File: config.mk
export PLATFORM = sky130hd
export DESIGN_NAME = decoder_38_seq
export DESIGN_NICKNAME = d
export VERILOG_FILES = /design/src/rtl/decoder_38_seq.sv
export SDC_FILE = /design/constraint.sdc
export NUM_CORES = 1
export LEC_CHECK = 0
export ABC_AREA = 0
export CELL_PAD_IN_SITES_DETAIL_PLACEMENT = 2
export CELL_PAD_IN_SITES_GLOBAL_PLACEMENT = 2
export CORE_MARGIN = 2
export CORE_UTILIZATION = 31
export CTS_BUF_LIST = sky130_fd_sc_hd__clkbuf_8 sky130_fd_sc_hd__clkbuf_16
export DETAILED_ROUTE_END_ITERATION = 16
export PLACE_DENSITY_LB_ADDON = 0.1
export SETUP_SLACK_MARGIN = 0.1
export SLEW_MARGIN = 40
export SYNTH_ARGS = -nofsm -noshare
export SYNTH_HDL_FRONTEND = slang
export SYNTH_SLANG_ARGS = --single-unit
File: constraint.sdc
create_clock -name clk -period 4.9 [get_ports clk]
set_input_delay 0.49 -clock clk [delete_from_list [all_inputs] [get_ports clk]]
set_output_delay 0.49 -clock clk [all_outputs]
set_load 0.01 [all_outputs]
File: src/rtl/decoder_38_seq.sv
// Registered 3-to-8 one-hot decoder with valid/ready input, programmable hold and one idle gap cycle.
// Optional one-entry skid buffer for back-to-back pulses: define DECODER_38_SKID_EN.
module decoder_38_seq #(
    parameter int unsigned IDX_W  = 3,
    parameter int unsigned HOLD_W = 4,
    localparam int unsigned OUT_W = 1 << IDX_W
) (
    input  logic              clk,
    input  logic              rst_n,
    input  logic              in_valid,
    output logic              in_ready,
    input  logic [IDX_W-1:0]  in_idx,
    input  logic [HOLD_W-1:0] in_hold,
    output logic [OUT_W-1:0]  y,
    output logic              out_active,
    output logic              done
);

    typedef enum logic [1:0] {IDLE, DRIVE, GAP} state_t;

    state_t            state;
    logic [HOLD_W-1:0] cnt;
    logic              accept;

`ifdef DECODER_38_SKID_EN
    logic              buf_full;
    logic [IDX_W-1:0]  buf_idx;
    logic [HOLD_W-1:0] buf_hold;
`endif

    assign accept = in_valid & in_ready;

    function automatic logic [OUT_W-1:0] onehot(input logic [IDX_W-1:0] i);
        onehot    = '0;
        onehot[i] = 1'b1;
    endfunction

    always_ff @(posedge clk or negedge rst_n) begin
        if (!rst_n) begin
            state      <= IDLE;
            cnt        <= '0;
            y          <= '0;
            out_active <= 1'b0;
            done       <= 1'b0;
            in_ready   <= 1'b0;
`ifdef DECODER_38_SKID_EN
            buf_full   <= 1'b0;
            buf_idx    <= '0;
            buf_hold   <= '0;
`endif
        end else begin
            done <= 1'b0;
            case (state)
                IDLE: begin
`ifdef DECODER_38_SKID_EN
                    in_ready <= 1'b1;
                    if (buf_full) begin
                        state      <= DRIVE;
                        cnt        <= buf_hold;
                        y          <= onehot(buf_idx);
                        out_active <= 1'b1;
                        done       <= (buf_hold == '0);
                        buf_full   <= 1'b0;
                    end else if (accept) begin
`else
                    in_ready <= !accept;
                    if (accept) begin
`endif
                        state      <= DRIVE;
                        cnt        <= in_hold;
                        y          <= onehot(in_idx);
                        out_active <= 1'b1;
                        done       <= (in_hold == '0);
                    end
                end
                DRIVE: begin
                    if (cnt != '0) begin
                        cnt  <= cnt - 1'b1;
                        done <= (cnt == HOLD_W'(1));
`ifdef DECODER_38_SKID_EN
                    end else if (buf_full) begin
                        // buffered entry replaces the gap; buffer frees on this edge
                        cnt        <= buf_hold;
                        y          <= onehot(buf_idx);
                        out_active <= 1'b1;
                        done       <= (buf_hold == '0);
                        buf_full   <= 1'b0;
                        in_ready   <= 1'b1;
`endif
                    end else begin
                        state      <= GAP;
                        y          <= '0;
                        out_active <= 1'b0;
                    end
                end
                GAP: begin
                    state <= IDLE;
`ifndef DECODER_38_SKID_EN
                    in_ready <= 1'b1;
`endif
                end
                default: state <= IDLE;
            endcase
`ifdef DECODER_38_SKID_EN
            // accepted while busy goes to the buffer; in_ready=0 rules out a clash with a buffer load
            if (state != IDLE && accept) begin
                buf_full <= 1'b1;
                buf_idx  <= in_idx;
                buf_hold <= in_hold;
                in_ready <= 1'b0;
            end
`endif
        end
    end

endmodule

**Word-level counts from Yosys, hierarchy flattened**

Index checks and enable logic that the tools add are counted.

- Input bits: 10
- RAM bits: 0
- Output and inout bits: 11
- Memories: 0
- Register bits after elaboration: 17
- Memory bits (read-only): 0
- Latch bits: 0
- Word-level logic and storage cells: 44

- Magnitude comparators: 2
- Reductions and logical operators: 10
- Shift-type cells: 0
- Eq/ne operators: 6
- Div/mod/pow operators: 0
- Muxes and demuxes: 18
- Multiply operators: 0
- Bitwise operators: 1
- Add/sub/neg operators: 1

Operators by type and width:

| operator | number |
|---|---|
| two-way mux 8 bit | 2 |
| one-hot mux 8 bit (2 select lines) | 1 |
| two-way mux 4 bit | 2 |
| one-hot mux 4 bit (2 select lines) | 1 |
| inequality test 2 bit, second input constant | 3 |
| one-hot mux 1 bit (2 select lines) | 3 |
| AND reduction 3 bit | 2 |
| two-way mux 1 bit | 5 |
| == test 4 x 1 -> 1 bit, second input constant | 1 |
| zero test 4 bit | 1 |
| < comparator 3 x 4 -> 1 bit, second input constant | 1 |
| two-way mux 2 bit | 2 |
| one-hot mux 2 bit (2 select lines) | 1 |
| nonzero test 2 bit | 2 |
| nonzero test 4 bit | 1 |
| subtractor 4 x 1 -> 4 bit, second input constant | 1 |
| demux 1 bit (select 3 bit) | 1 |
| greater-or-equal comparator 3 x 1 -> 1 bit, second input constant | 1 |
| == test 2 x 1 -> 1 bit, second input constant | 1 |
| == test 2 bit, second input constant | 1 |
| zero test 2 bit | 1 |
| AND reduction 2 bit | 1 |
| AND 1 bit | 1 |
| logical AND 1 bit | 1 |
| zero test 1 bit | 1 |

**Depth between registers and ports, before layout**

Gate-level depths: netlist of run 1.

- Depth after elaboration: 6
- Depth in mapped cells: 5

**Worst setup path before layout of run 1**

Ideal clock, no wire load.

- Path kind: reg-to-reg
- Start: register cnt[0]
- End: register cnt[1]
- Stages on the path, launching flop included: 6
- Setup slack: 3.354 ns
- Buffers on the path: 0
- Data arrival time: 1.408 ns
- Library setup time: 0.138 ns
- Data required time: 4.762 ns
- Period minus slack after synthesis: 1.546 ns
- Cell sequence: dfrtp_1 inv_1 ha_1 or3b_1 a21oi_1 a221oi_1

- Longest elaborated chain between the ends: 3

Ends and longest elaborated chain:

| what | RTL line | source |
|---|---|---|
| from (decl) | 22 | `logic [HOLD_W-1:0] cnt;` |
| from (signal assigned) | 70 | `cnt <= in_hold;` |
| from (signal assigned) | 78 | `cnt <= cnt - 1'b1;` |
| subtractor 4 x 1 -> 4 bit / nonzero test 4 bit (equally long branches) | 78, 77 |  |
| two-way mux 4 bit / inequality test 2 bit (equally long branches) | -- |  |
| one-hot mux 4 bit (2 select lines) / AND reduction 3 bit (equally long branches) | -- |  |

Parallel ways exist; a longest one is shown, timed or not. The select of a mux whose other input is x is not followed.
A chain may end at the register's enable or synchronous reset.

**Final worst setup path of run 1**

- Start: register state[0]
- End: register y[5]

- Longest elaborated chain between the ends: 3

Ends and longest elaborated chain:

| what | RTL line | source |
|---|---|---|
| from (decl) | 21 | `state_t state;` |
| from (signal assigned) | 40 | `state <= IDLE;` |
| from (signal assigned) | 69 | `state <= DRIVE;` |
| from (signal assigned) | 91 | `state <= GAP;` |
| == test 2 x 1 -> 1 bit / zero test 2 bit (equally long branches) | 53 | `case (state)` |
| inequality test 2 bit (no line) / nonzero test 2 bit (equally long branches) | -- |  |
| AND reduction 3 bit (no line) | -- |  |
| to (signal assigned) | 71 | `y <= onehot(in_idx);` |
| to (decl) | 14 | `output logic [OUT_W-1:0] y,` |

Parallel ways exist; a longest one is shown, timed or not.

==> results of run 1 <==
==> area by class of cell <==
class / instances / area (µm²) / share of cell area [%]
timing repair buffer: 20 / 195 / 17.4
tap: 30 / 37.5 / 3.34
clock inverter: 1 / 7.51 / 0.669
multi-input combinational: 50 / 389 / 34.7
inverter: 7 / 26.3 / 2.34
clock buffer: 3 / 41.3 / 3.68
sequential: 17 / 425 / 37.9
==> power by group through the flow <==
| stage | Combinational, mW | Clock [mW] | Sequential [mW] |
|---|---|---|---|
| after detailed placement | 0.293 | 0 | 0.236 |
| after CTS | 0.296 | 0.111 | 0.234 |
| after global routing | 0.320 | 0.117 | 0.243 |
| after floorplan | 0.171 | 0 | 0.238 |
| final | 0.290 | 0.107 | 0.233 |
| after global placement | 0.284 | 0 | 0.231 |
==> registers in the layout, indices dropped and copies added (netlist names) <==
signal      flops
y               8
state           2
done            1
in_ready        1
cnt             4
out_active      1
==> worst max-delay path: stages (launching register included) <==
cell	delay, ns
sky130_fd_sc_hd__dfrtp_1	0.43
sky130_fd_sc_hd__nor2b_1	0.67
sky130_fd_sc_hd__a31oi_4	0.26
sky130_fd_sc_hd__mux2_2	0.33
==> cells by family (layout without fill, tap and decap cells) <==
| logic type | Yosys count | in the layout | share of synthesized area [%] |
|---|---|---|---|
| buffers and inverters | 8 | 31 | 3.98 |
| muxes | 6 | 6 | 7.96 |
| and+or+nand+nor | 27 | 27 | 21.5 |
| DFF | 17 | 17 | 50.1 |
| adders and majority gates | 2 | 2 | 2.95 |
| AOI/OAI and AO/OA | 15 | 15 | 13.4 |
==> stage by stage <==
stage,setup WS (ns),hold slack (ns),util [%]
after CTS,3.07,0.493,44.3
final,3.09,0.149,44.1
after global routing,2.97,0.169,44.1
after global placement,2.98,0.468,42.4
after floorplan,3.35,0.194,-
after detailed placement,2.95,0.465,42.4
==> worst max path at each step <==
| stage | from | end | slack [ns] | depth (start not counted) |
|---|---|---|---|---|
| after floorplan | cnt[0]$_DFFE_PN0P_ | cnt[1]$_DFFE_PN0P_ | 3.35 | 5 |
| after global placement | in_valid | y[6]$_DFFE_PN0P_ | 2.98 | 4 |
| after detailed placement | in_valid | y[5]$_DFFE_PN0P_ | 2.95 | 4 |
| after CTS | cnt[0]$_DFFE_PN0P_ | cnt[1]$_DFFE_PN0P_ | 3.07 | 5 |
| after global routing | cnt[0]$_DFFE_PN0P_ | cnt[1]$_DFFE_PN0P_ | 2.97 | 5 |
| final | state[0]$_DFFE_PN0P_ | y[5]$_DFFE_PN0P_ | 3.09 | 3 |
==> per-layer routing <==
layer,track usage (%),part of all wire [%],up-vias
met4,3.06,0.47,0
met1,20.7,46,338
met2,25.4,50,15
met5,0,0,-
li1,-,-,323
met3,4.61,3.5,2
==> cell usage in the layout (no fill, tap or decap) <==
cell                              instances
sky130_fd_sc_hd__a21o_1                   1
sky130_fd_sc_hd__nor4b_1                  4
sky130_fd_sc_hd__o21ai_0                  3
sky130_fd_sc_hd__a211oi_1                 1
sky130_fd_sc_hd__ha_1                     2
sky130_fd_sc_hd__and3_1                   1
sky130_fd_sc_hd__a32o_1                   1
sky130_fd_sc_hd__o22ai_1                  1
sky130_fd_sc_hd__a31oi_4                  1
sky130_fd_sc_hd__buf_2                    1
sky130_fd_sc_hd__a221oi_1                 1
sky130_fd_sc_hd__nor2b_1                  1
sky130_fd_sc_hd__and4bb_4                 1
sky130_fd_sc_hd__clkdlybuf4s50_1         19
sky130_fd_sc_hd__a21oi_1                  4
sky130_fd_sc_hd__nand4_1                  1
sky130_fd_sc_hd__nand2b_1                 1
sky130_fd_sc_hd__nand4bb_1                1
sky130_fd_sc_hd__nor3_1                   3
sky130_fd_sc_hd__inv_1                    7
sky130_fd_sc_hd__dfrtp_1                 17
sky130_fd_sc_hd__nand2_1                  3
sky130_fd_sc_hd__and3b_1                  1
sky130_fd_sc_hd__and4b_1                  2
sky130_fd_sc_hd__o32ai_1                  2
sky130_fd_sc_hd__mux2_2                   6
sky130_fd_sc_hd__nor2_1                   5
sky130_fd_sc_hd__clkinvlp_4               1
sky130_fd_sc_hd__nor4_1                   2
sky130_fd_sc_hd__or3b_1                   1
sky130_fd_sc_hd__clkbuf_8                 3
==> run summary, run 1 <==
The run finished with clean final reports. Relative to the synthesized area, the layout overhead comes to 32.3%. Across all layers, the routed design uses 678 vias. The final net count came out at 111.

The die covers 3170 µm². The global-route wire length before repair came out at 3.88 mm. The required time of the critical path is 5.04 ns. The number of port buffers came out at 20. In this run the critical register-to-register path is launched from state[0]$_DFFE_PN0P_. The average via count per standard cell is 5.30. In the synthesized netlist, the number of instances is 75. The final cycle utilization of the critical path came out at 36.9%. The highest attainable clock frequency came out at 553 MHz. The number of global-route vias before repair came out at 793. The initial antenna violation count is 0. The finished layout holds 128 standard cells, fillers aside. The detail route stage leaves a number of antenna-violating nets equal to 0. The net switching power of the design is 0.241 mW. Detailed placement ended at an HPWL of 1.61 mm.

After detailed placement, the design holds a cell count of 124. The final count of negative-setup-slack endpoints is 0. The filler cells instantiated in the layout total 278. The area of the core is 2540 µm². The number of antenna diodes came out at 0. The cell area that synthesis handed to floorplanning was 848 µm². The count of endpoints failing hold in the final timing report is 0. The number of levels in the clock H-tree came out at 1. The final critical-path required period came out at 1.81 ns. sky130_fd_sc_hd__dfrtp_1 is the most common cell in the netlist. The final total negative setup slack came out at 0 ns. The clock share of power came out at 17.0%.

For this run, the number of Yosys warnings is 0. The combinational power share came out at 46.0%. The clock input transition at the sequential cells of the worst setup and hold paths came out at 0.07 ns.

The clock tree from TritonCTS is yes. The most used flip-flop cell after synthesis is sky130_fd_sc_hd__dfrtp_1. Clock skew on the completed layout was measured at 0.00235 ns. The completed layout was analyzed and its total power is 0.630 mW. The longest clock path from root to sink contains 2 buffers.

The cell type contributing the most total cell area after synthesis is sky130_fd_sc_hd__dfrtp_1. The total congestion overflow came out at 0. In this run the power density over the cells is 561 nW/µm². Setup repair after global routing left no endpoint under its margin. The number of synthesized flops with an enable pin came out at 0. The detailed-route wire length came out at 2.12 mm. Sorting the synthesized cells by how often they occur yields sky130_fd_sc_hd__dfrtp_1 (17), sky130_fd_sc_hd__inv_1 (7), sky130_fd_sc_hd__mux2_2 (6). The number of setup buffers added after CTS came out at 0. The total DRC errors in the routed layout is 0.

The async set-or-reset flop fraction in the synthesized netlist came out at 100%. The starting density of the core came out at 33.3%. The area of all placed cells without fillers came out at 1120 µm². At the later pin of the worst-skew pair, clock insertion delay measures 0.25 ns.

The number of instances resized during post-cts repair came out at 0. Counting cells, the worst reg-to-reg path comes to 3. Of the cells placed in the final design, the portion with a size suffix greater than 1 is 13.3%. The highest net fanout along the worst path is 10. The floorplan step set the die height to 56.3 µm. The number of I/O pins is 21.

A synthesized cell averages 11.3 µm². The critical path is of the reg -> reg type. The number of hold buffers added after CTS came out at 0. At the worst endpoint, the arrival time is 1.95 ns.

The congestion estimate from routability-driven global placement came to 0.658. The global-route total usage across every layer is 15.6%. The internal power summed over all cells is 0.389 mW. In this run the horizontal extent of the chip is 56.3 µm. By area the synthesized netlist is led by sky130_fd_sc_hd__dfrtp_1 (50%), sky130_fd_sc_hd__mux2_2 (8.0%), sky130_fd_sc_hd__nor4b_1 (4.1%). The worst-case vdd ir drop came out at 0.285 mV. The number of clock sinks is 17.

Entering global routing, the biggest net connects 18 pins. STA classifies the critical path endpoint as a register. The leakage power figure came out at 0.492 nW. In this run the tightest slew margin relative to its limit is 46.6%. The worst flop-to-flop path endpoint is y[5]$_DFFE_PN0P_. Max-cap violations in this run came to 0.

The cell area after placement came out at 1080 µm². The pre-antenna-repair detailed-routing pass consisted of 4 iterations. The detailed router finished its first iteration with 14 violations. The clock tree root driver cell is sky130_fd_sc_hd__clkbuf_8. Net switching is 38.3% of the power.

The final number of max-transition violations is 0. The count of cell types in the netlist is 28. The floorplan has 18 rows. The setup slack on the worst flop-to-flop path came out at 3.09 ns. At the pin with the least slew margin, the transition time is 0.800 ns. The routed wire length per instance is 16.6 µm.

The sequential fraction of design power is 37.0%. The number of nets in the synthesized netlist is 87. In this run the biggest area consumer among cell types represents 50.1% of the synthesized area. The sequential area share after synthesis is 50.1%.

The register bit total from synthesis came out at 17. The worst setup path is launched from a register. The worst hold path belongs to the class in -> async. The TritonCTS buffer count is 3.
Power figures use the tool's default switching activity.
==> inputs of run 2 (changes only) <==
CORE_UTILIZATION = 30   (was 31)
clock period = 1.72 ns   (was 4.9 ns; I/O delays follow)
==> run 2 against run 1 <==
Net effect: critical path depth up 3; die area rose by 3.1%; largest cell class unchanged; worst setup slack got worse by 2.9 ns; count of clock-buffer cells in the layout did not move; sequential power rose to 2.8 times the previous value; via count up 8.3%; design area increased by 9.1%; total power increased to 3.2 times the previous value.
==> run summary, run 2 (synthesized netlist as in run 1, its figures left out) <==
The run finished with clean final reports. The worst register-to-register path ends at cnt[1]$_DFFE_PN0P_. The layout cell share with drive strength beyond 1 is 23.4%. At the later pin of the worst-skew pair, clock insertion delay measures 0.25 ns. The final total negative setup slack is 0 ns. STA classifies the critical path startpoint as a register. The count of endpoints failing hold in the final timing report came out at 0. The clock tree from TritonCTS is yes. In this run the worst setup path terminates at cnt[1]$_DFFE_PN0P_. The pre-antenna-repair detailed-routing pass consisted of 2 iterations.

The global-route wire length before repair is 4.00 mm. The final weighted congestion in routability-driven placement came out at 0.745. The final critical-path required period came out at 1.53 ns. The area added between synthesis and finish came out at 44.4%. The areal power density over the cells came out at 1630 nW/µm². The worst hold slack came out at 0.246 ns. The initial antenna violation count is 0. In this run the worst path has a maximum fanout of 3.

The global-route total usage across every layer is 16.6%. The transition time of the tightest slew-check pin is 0.395 ns. The total congestion overflow is 0.

The starting density of the core is 31.3%. The highest attainable clock frequency came out at 652 MHz. The number of I/O pins is 21. The worst slew margin relative to its limit came out at 73.6%.

Data on the critical path is required at its endpoint by 1.85 ns. CTS built an H-tree with a depth of 1. The setup slack on the worst flop-to-flop path came out at 0.19 ns. Of the available clock period, the critical path in the final layout requires 89.1%. Setup repair after global routing left no endpoint under its margin. In the layout the commonest cells are sky130_fd_sc_hd__clkdlybuf4s50_1 (20), sky130_fd_sc_hd__dfrtp_1 (17), sky130_fd_sc_hd__buf_4 (8). The die is 57.2 µm wide.

The fill cell total of the finished layout is 302. Leaving out fill and tap cells, the most frequent cell in the layout is sky130_fd_sc_hd__clkdlybuf4s50_1. The residual antenna-violating net count after detailed routing is 0.

The critical path is of the reg -> reg type. The final worst-path setup slack came out at 0.187 ns. The most critical setup path has its startpoint at cnt[1]$_DFFE_PN0P_.

For this design the static power due to leakage is 0.557 nW. The largest net degree at the start of global routing is 18. The worst-case vdd ir drop came out at 0.753 mV. The tree is rooted in a sky130_fd_sc_hd__clkbuf_8. Across the routed clock network, the largest skew measured is 0.00204 ns. The net count of the finished layout is 120. The number of antenna diodes is 0. The detailed-route wire length came out at 2.44 mm.

The number of clock sinks is 17. The number of standard-cell rows in the floorplan is 19. The routed wire length per instance came out at 17.7 µm. The tightest min-delay check is of the in -> async type. The TritonCTS buffer count came out at 3. The minimum setup slack after placement came out at 0.0874 ns. The total DRC errors in the routed layout came out at 0. The number of cell instances on the worst register-to-register path is 6. The max-cap check violation count came out at 0. The average via count per standard cell came out at 5.32. The final number of max-transition violations was 0. The number of DRC violations after detailed-routing iteration 0 came out at 5.

STA puts the critical path data arrival time at 1.67 ns. No sink is reached through more buffers than the 2 on the longest clock path. The overall die area is 3270 µm². The half-perimeter wire length after detailed placement came out at 1.80 mm. Setup violations remaining at the end of the flow were counted as 0. The die is 57.2 µm tall.

The largest registers in the layout are y: 8 flops, cnt: 4 flops, state: 2 flops. The sort of element at the end of the critical path is a register. The clock input transition at the sequential cells of the worst setup and hold paths came out at 0.07 ns. Ranked by flip-flop count, first place goes to y.

The share of the core filled with cells in the final layout came out at 45.2%. The number of port buffers is 20. In this run the standard cell core region covers 2710 µm².

The total power consumption of the routed design came out at 2.00 mW. The number of global-route vias before repair is 815. Buffers inserted to repair hold after CTS numbered 0. The register with the most flip-flops in the layout has 8 of them. The routed layout has 734 vias.

The worst register-to-register path begins at cnt[1]$_DFFE_PN0P_.
run 2: worst min-delay path by stage:
stage	cells past startpoint	slack, ns	start	to
floorplan	0	-0.12	rst_n	cnt[0]$_DFFE_PN0P_
global placement	1	0.47	y[6]$_DFFE_PN0P_	y[6]$_DFFE_PN0P_
detailed placement	1	0.48	y[6]$_DFFE_PN0P_	y[6]$_DFFE_PN0P_
CTS	2	0.25	rst_n	y[3]$_DFFE_PN0P_
global route	2	0.27	rst_n	y[7]$_DFFE_PN0P_
finish	2	0.25	rst_n	y[7]$_DFFE_PN0P_
run 2: final cells by class:
type	instances	area (µm²)	area share (%)
Sequential cell	17	425	34.7
Multi-Input combinational cell	50	417	34.0
Timing Repair Buffer	29	272	22.2
Clock buffer	3	41.3	3.37
Tap cell	31	38.8	3.17
Inverter	7	26.3	2.15
Clock inverter	1	5.00	0.409
run 2: power by group:
group	internal, mW	switching [mW]
Combinational	0.546	0.488
Clock	0.161	0.146
Sequential	0.549	0.111
run 2: per-stage QoR:
| step | cell area [µm²] | instances |
|---|---|---|
| after CTS | 1170 | 135 |
| final | 1220 | 138 |
| after global placement | 1120 | 130 |
| after detailed placement | 1120 | 130 |
| after global routing | 1220 | 138 |
| after floorplan | 848 | 75 |
run 2: repair_timing:
action / 4_1_cts / 5_1_grt
resized for setup: 0 / 11
buffers inserted: 1 / 3
setup endpoints to repair: 2 / 9
pin swaps: 1 / 1
run 2: critical path, stage by stage (launching register included):
cell and delay, ns:
sky130_fd_sc_hd__dfrtp_1 0.40, sky130_fd_sc_hd__inv_2 0.08, sky130_fd_sc_hd__ha_2 0.18, sky130_fd_sc_hd__or3b_1 0.38, sky130_fd_sc_hd__a21oi_1 0.16, sky130_fd_sc_hd__buf_4 0.15
sky130_fd_sc_hd__a221oi_1 0.07
run 2: layer usage:
layer / up-vias / global-route usage (%) / part of all wire (%)
li1: 346 / - / -
met1: 369 / 19.5 / 46
met2: 15 / 28.9 / 49
met3: 4 / 2.72 / 3.4
met4: 0 / 8.97 / 1.6
met5: - / 0 / 0
==> inputs of run 3 (changes only) <==
PLACE_DENSITY = 0.83   (was unset)
PLACE_DENSITY_LB_ADDON = unset   (was 0.1)
==> run 3 against run 2 <==
Net effect: critical endpoint is now y[6]$_DFFE_PN0P_; clock power is 2% lower; clock skew grew 0.00069 ns; count of clock-buffer cells in the layout unchanged; sequential power up 0.9%; fmax down 3.4%; sequential share of layout area up 0.32 points.
==> run summary, run 3 (synthesized netlist as in run 1, its figures left out) <==
Once detailed placement completed, the half-perimeter wirelength came to 1.81 mm. The worst hold slack came out at 0.241 ns. The starting density of the core came out at 31.3%. Broken down by cell family, the worst path's largest delay share belongs to simple AND/OR/NAND/NOR gates. The number of I/O pins came out at 21. The first detailed-routing pass took 2 iterations. The number of flip-flops under the largest register name is 8.

The number of standard-cell rows in the floorplan is 19. The cell type of the slowest stage on the worst timing path is sky130_fd_sc_hd__nor2b_1. In the final routed layout, each cell accounts on average for 20.2 µm.

The die boundary width is 57.2 µm. On the worst path, the slowest cell contributes a delay of 0.46 ns. The class of the most critical setup path is reg -> reg.

For the final database, setup skew stands at 0.00273 ns. The multi-input gate area in the final layout came out at 425 µm². The number of antenna diodes came out at 0. The number of global-route vias before repair came to 863. The final critical-path required period is 1.59 ns. The critical path data arrival time is 1.73 ns. TritonCTS built the clock tree. The number of buffers and inverters on the critical path is 1. The area added between synthesis and finish came out at 43.1%. The final cycle utilization of the critical path is 92.3%. The number of placed cells counting well taps is 129. Dividing total power by cell area gives a power density of 1650 nW/µm². Dividing the detail-routed via count by the number of cells gives 5.51. The global-route total usage across every layer came out at 18.1%.

The total via count in the routed design came out at 750. The buffer levels on the longest clock path is 2. The clock input transition at the sequential cells of the worst setup and hold paths is 0.07 ns. The library cell used most frequently in the layout, excluding fill and tap cells, is sky130_fd_sc_hd__clkdlybuf4s50_1. The count of endpoints failing hold in the final timing report is 0. The largest registers in the layout are y: 8 flops, cnt: 4 flops, state: 2 flops.

STA classifies the critical path endpoint as a register. The detail route stage leaves a number of antenna-violating nets equal to 0. STA puts the critical path data required time at 1.87 ns. The highest attainable clock frequency came out at 630 MHz. The layout cell share with drive strength beyond 1 is 22.9%. In this run the tightest slew margin relative to its limit is 66.1%. The number of DRC violations after detailed-routing iteration 0 is 6. The worst-case vdd ir drop came out at 0.734 mV. In the layout the commonest cells are sky130_fd_sc_hd__clkdlybuf4s50_1 (20), sky130_fd_sc_hd__dfrtp_1 (17), sky130_fd_sc_hd__buf_4 (7). The number of clock sinks came out at 17. The final number of max-transition violations came out at 0.

The final total negative setup slack came out at 0 ns. The count of buffers added on input and output ports is 20. Wires add up to 2.75 mm.

The TritonCTS buffer count is 3. The vertical die dimension is 57.2 µm. The transition time of the tightest slew-check pin is 0.508 ns. The max-cap check violation count came out at 0. The floorplan step defined a core boundary enclosing 2710 µm². The initial antenna violation count came out at 0.

The global-route wire length before repair came out at 4.39 mm. The root buffer cell chosen for the clock tree is sky130_fd_sc_hd__clkbuf_8. STA classifies the critical path startpoint as a register. The worst-skew pair later-pin latency is 0.25 ns. The register with the most flip-flops in the final layout is y. The largest net degree at the start of global routing came out at 18. The final net count came out at 118. The number of levels in the clock H-tree is 1. After detailed routing, the number of remaining DRC violations is 0. The highest net fanout along the worst path is 7. The share of the core filled with cells in the final layout came out at 44.8%.

The overall die area came out at 3270 µm². The final count of negative-setup-slack endpoints is 0. The final weighted congestion in routability-driven placement came out at 0.745. Setup repair after global routing could not meet its margin everywhere. Registers take 425 µm². The filler cells instantiated in the layout total 299.

The number of non-filler instances in the completed layout is 136. The total congestion overflow is 0. The signal on the critical path passes through nor2b_1 > a31oi_4 > buf_4 > a21o_1. The type of the worst min-delay path is in -> async. The leakage power figure came out at 0.549 nW. The run finished with clean final reports.
==> run 3: path summary, 6_finish.rpt <==
check                                     startpoint                 end  slack [ns]  cells after the start
worst max-delay path            state[0]$_DFFE_PN0P_    y[6]$_DFFE_PN0P_        0.13                      4
worst min-delay path                           rst_n    y[4]$_DFFE_PN0P_        0.24                      2
worst max register to register  state[0]$_DFFE_PN0P_    y[6]$_DFFE_PN0P_        0.13                      4
worst min register to register      y[6]$_DFFE_PN0P_    y[6]$_DFFE_PN0P_        0.50                      1
max in group asynchronous                      rst_n  cnt[2]$_DFFE_PN0P_        1.28                      2
min in group clk                    y[6]$_DFFE_PN0P_    y[6]$_DFFE_PN0P_        0.50                      1
==> run 3: layout make-up <==
type / count / share of cell area (%)
tap: 31 / 3.20
clock buffer: 3 / 3.40
multi-input combinational: 50 / 35.1
sequential: 17 / 35.1
timing repair buffer: 27 / 20.8
clock inverter: 1 / 0.309
inverter: 7 / 2.16
==> run 3: metal layers <==
| layer | wire [µm] | up-vias | global-route usage [%] |
|---|---|---|---|
| li1 | - | 340 | - |
| met3 | 85 | 10 | 3.40 |
| met4 | 94 | 0 | 9.97 |
| met5 | 0 | - | 0 |
| met2 | 1440 | 20 | 29.9 |
| met1 | 1130 | 380 | 22.2 |
==> run 3: what timing repair did <==
action	CTS	global route
hold buffers	0	0
endpoints found under the setup margin	8	9
gates resized for setup	1	11
setup buffers	2	1
pin swaps	1	1
==> run 3: stage by stage <==
step                      setup slack [ns]  power (mW)  instance area [µm²]
after floorplan                      0.174        1.17                  848
after global placement               0.126        1.51                 1110
after detailed placement            0.0545        1.57                 1110
after CTS                            0.104        1.92                 1170
after global routing                0.0479        2.15                 1210
final                                0.133        2.00                 1210
==> run 3: power by group <==
part | internal, mW | total [mW] | leakage, nW | switching [mW]
clock | 0.159 | 0.301 | 0.0269 | 0.143
combinational | 0.518 | 1.04 | 0.307 | 0.518
sequential | 0.549 | 0.666 | 0.215 | 0.117
total | 1.23 | 2.00 | 0.549 | 0.778
==> edit 1: new RTL, settings of run 2 <==
Re-encode `state_t` (3 states) as one-hot, 3 bits wide.
--- a/src/rtl/decoder_38_seq.sv
+++ b/src/rtl/decoder_38_seq.sv
@@ -16,7 +16,7 @@
     output logic              done
 );
 
-    typedef enum logic [1:0] {IDLE, DRIVE, GAP} state_t;
+    typedef enum logic [2:0] {IDLE = 3'b001, DRIVE = 3'b010, GAP = 3'b100} state_t;
 
     state_t            state;
     logic [HOLD_W-1:0] cnt;
Function: same outputs for any inputs over 10 cycles, from zero or initial values and one cycle with rst_n low; not proved beyond that.
==> edit 1 against run 2 <==
Worst setup slack got worse by 0.051 ns. Sequential cell count grew 1. Die area is 0.14% higher. Power grew 2.4%. Count of clock-buffer cells in the layout is the same. Routed wire length is 3.6% lower. Synthesized cell count is 5.3% lower. Global-route usage down 1.6 points. Utilization grew 0.52 points. Cell count shrank 0.72%. Worst hold slack worse by 0.054 ns. Synthesized area grew 0.15%. Design area is 2.0% higher. Clock skew up 0.0013 ns.
==> edit 1: results (changes against run 2) <==
Route
  – Pre-Repair DR Iteration Count: 5 (+3)
  – Routed wire length: 2.35 mm (-3.6%)
  – DR iter-0 viols: 13 (+8)
  – Vias post-DR: 728 (-0.82%)

Power
  – Clock network power: 293 uW (-5%)
  – Switch share: 0.344 (-0.0287)
  – Maximum vdd drop: 838 uV (+11%)
  – Lkg Pwr: 0.532 nW (-4.5%)
  – Seq pwr share: 0.364 (+0.034)

GRT
  – First-pass GRT wire length: 3.80 mm (-5.0%)
  – Number of global-route vias before repair: 793 (-2.7%)
  – Largest net degree at the start of global routing: 13 (-5)
  – Total GRT Usage: 0.150 (-0.0161)

Yosys
  – Unique cell type count in the Yosys netlist: 33 (+18%)
  – Synth cell count leaders: 17 x dfrtp_1, 6 x a22o_1, 5 x nor2_1, 4 x nand3_1
  – Top cells by area, synth: dfrtp_1 50%, a22o_1 6.2%, dfstp_2 3.1%, ha_1 2.9%, a32o_1 2.4%
  – Net count after synthesis: 83 (-4.6%)
  – Post-synthesis sequential area ratio: 0.532 (+0.0302)

Worst setup path
  – Largest stage delay on the critical path: 0.58 ns (+0.18 ns)
  – Crit path max fanout: 9 (+6)
  – Largest delay share family, worst path: compound AO/OA/AOI/OAI gates
  – Critical-path top delay cell: dfstp_2
  – Critical Path Start: state[0]
  – Crit path arrival time: 1.72 ns (+0.05 ns)

Final layout
  – Top Registers: y (8), cnt (4), state (3)
  – Layout Nets: 119 (-0.83%)
  – Fillcell total: 296 (-2.0%)
  – Share of cells above drive strength 1: 0.274 (+0.0399)

Placement
  – HPWL after DPL: 1.76 mm (-2.5%)
  – Routability Congestion: 0.741 (-0.58%)
  – Pre-CTS WS: 0.00375 ns (-0.0837 ns)

STA
  – Clock Skews: 0.00339 ns (+0.00135 ns)
  – Worst slew pin tran: 0.341 ns (-0.0533 ns)

Run status
  – Status: completed

Clock network
  – Clk slew on worst S/H paths: 0.07 ns (about the same)
  – H-tree depth: 1 (unchanged)
  – Total clock buffers created by CTS: 3 (unchanged)
edit 1: logic make-up (layout without fill, tap and decap cells):
group	after synthesis	in the layout	synth area share
AOI/OAI and AO/OA	24	24	0.259
adders and majority gates	2	2	0.0295
buffers and inverters	3	38	0.0221
DFF	18	18	0.532
and+or+nand+nor	24	24	0.158
edit 1: final cells by class:
class                   instances  area [um2]  area share
flip-flops and latches         18         452       0.361
multi-input cells              50         417       0.333
repair buffers                 32         290       0.232
clock buffers                   3        41.3      0.0330
well taps                      31        38.8      0.0310
inverters                       2        7.51     0.00601
clock inverters                 1        3.75     0.00300
edit 1: metrics by stage:
stage / power (mW) / area [um2] / util / cells
6_report: 2.05 / 1250 / 0.457 / 137
5_1_grt: 2.20 / 1250 / 0.457 / 137
4_1_cts: 1.97 / 1200 / 0.439 / 133
3_5_place_dp: 1.60 / 1120 / 0.411 / 127
3_3_place_gp: 1.56 / 1120 / 0.411 / 127
2_1_floorplan: 1.19 / 850 / - / 71
edit 1: timing repair:
item | 4_1_cts | 5_1_grt
endpoints found under the setup margin | 11 | 11
gates resized for setup | 5 | 4
buffers inserted | 2 | 4
gates cloned | 0 | 0
pin swaps | 1 | 4
edit 1: metal layers:
metal	routed length, um	up-vias	global-route usage
met3	77	2	0.0204
met5	0	-	0
met1	1020	369	0.197
met2	1240	14	0.255
met4	18	0	0.0498
li1	-	343	-
edit 1: final timing paths:
kind                       depth (start not counted)         end  slack, ns
max                                                4        y[0]       0.14
min                                                1    in_ready       0.19
max reg2reg                                        4        y[0]       0.14
min reg2reg                                        1  out_active       0.49
max in group asynchronous                          2        y[3]       1.04
min in group clk                                   1  out_active       0.49
==> edit 2: new RTL, settings of run 2 <==
Without the edit above. Build with the macro `DECODER_38_SKID_EN` defined.
--- a/src/rtl/decoder_38_seq.sv
+++ b/src/rtl/decoder_38_seq.sv
@@ -1,5 +1,7 @@
 // Registered 3-to-8 one-hot decoder with valid/ready input, programmable hold and one idle gap cycle.
 // Optional one-entry skid buffer for back-to-back pulses: define DECODER_38_SKID_EN.
+`define DECODER_38_SKID_EN
+
 module decoder_38_seq #(
     parameter int unsigned IDX_W  = 3,
     parameter int unsigned HOLD_W = 4,
Formal check against the unedited RTL: not equivalent (a bounded check fails within 4 cycles, from zero or initial values and one cycle with rst_n low).
==> edit 2 against run 2 <==
The flow now finishes with violations (setup timing). Sequential power rose by 77%. Count of clock-buffer cells in the layout unchanged. Routed wire length grew 68%. Synthesized area up 57%. Fmax fell by 12%. Combinational power increased by 130%. Design area grew 50%. Sequential cell count up 8. Cell count rose by 63%. Die area grew 53%. Via count up 68%. Power is 94% higher. Worst setup slack worse by 0.21 ns. Non-clock buffer count grew 12.
==> edit 2: results (changes against run 2) <==
Route
  – Metal2 WL: 2.27 mm (+89%)
  – Met1 WL: 1.65 mm (+49%)
  – DR WL met3: 108 um (+30%)
  – DR iter-0 viols: 46 (+41)
  – Routed wire length: 4.10 mm (+68%)

Worst setup path
  – Reg-to-reg endpoint: y[6]

Placement
  – Routability Congestion: 0.875 (+17%)
  – HPWL after DPL: 2.99 mm (+66%)

Run status
  – Failing checks: setup timing
  – Status: complete, but fails checks

Final layout
  – Signal buffers: 41 (+41%)
  – Share of cells above drive strength 1: 0.289 (+0.0554)
  – Layout Nets: 186 (+55%)
  – Number of multi-input logic gates: 98 (+96%)
  – Seq area share: 0.341 (-0.00669)
  – Area of the multi-input gates: 706 um2 (+69%)
  – Largest class: multi-input gates
  – Final non-filler cell total: 225 (+63%)
  – Fillcell total: 482 (+60%)

STA
  – Slew headroom: 0.715 (-0.0213)
  – Setup-failing EPs final: 5 (+5)
  – Final worst setup slack: -0.0254 ns (-0.212 ns)

Yosys
  – Post-synthesis sequential area ratio: 0.469 (-0.0324)

GRT
  – Number of global-route vias before repair: 1372 (+68%)
  – Total GRT Usage: 0.177 (+0.0110)
  – First-pass GRT wire length: 6.87 mm (+72%)

Clock network
  – Setup bufs post-CTS: 3 (+2)
  – Clock Latency Late Sink: 0.27 ns (+0.02 ns)

Power
  – Internal power: 2.26 mW (+80%)
  – Lkg Pwr: 0.734 nW (+32%)
[edit 2: worst max path at each step]
| stage | start | to | depth (start not counted) |
|---|---|---|---|
| after floorplan | cnt[0] | y[5] | 8 |
| after global placement | in_valid | cnt[3] | 5 |
| after detailed placement | cnt[1] | y[4] | 7 |
| after CTS | cnt[0] | y[3] | 7 |
| after global routing | cnt[1] | y[3] | 7 |
| final | cnt[1] | y[6] | 7 |
[edit 2: stage by stage]
| stage | hold WS (ns) | util | area [um2] |
|---|---|---|---|
| CTS | 0.268 | 0.414 | 1790 |
| global route | 0.282 | 0.425 | 1840 |
| detailed placement | 0.488 | 0.390 | 1690 |
| finish | 0.261 | 0.425 | 1840 |
| floorplan | -0.124 | - | 1340 |
| global placement | 0.479 | 0.390 | 1690 |
[edit 2: cells by family after synthesis]
family          Yosys count  share of synthesized area
compound gates           34                      0.189
fa+ha+maj                 2                     0.0188
buf+inv                  12                     0.0460
flops                    25                      0.469
mux                       9                     0.0750
simple gates             53                      0.203
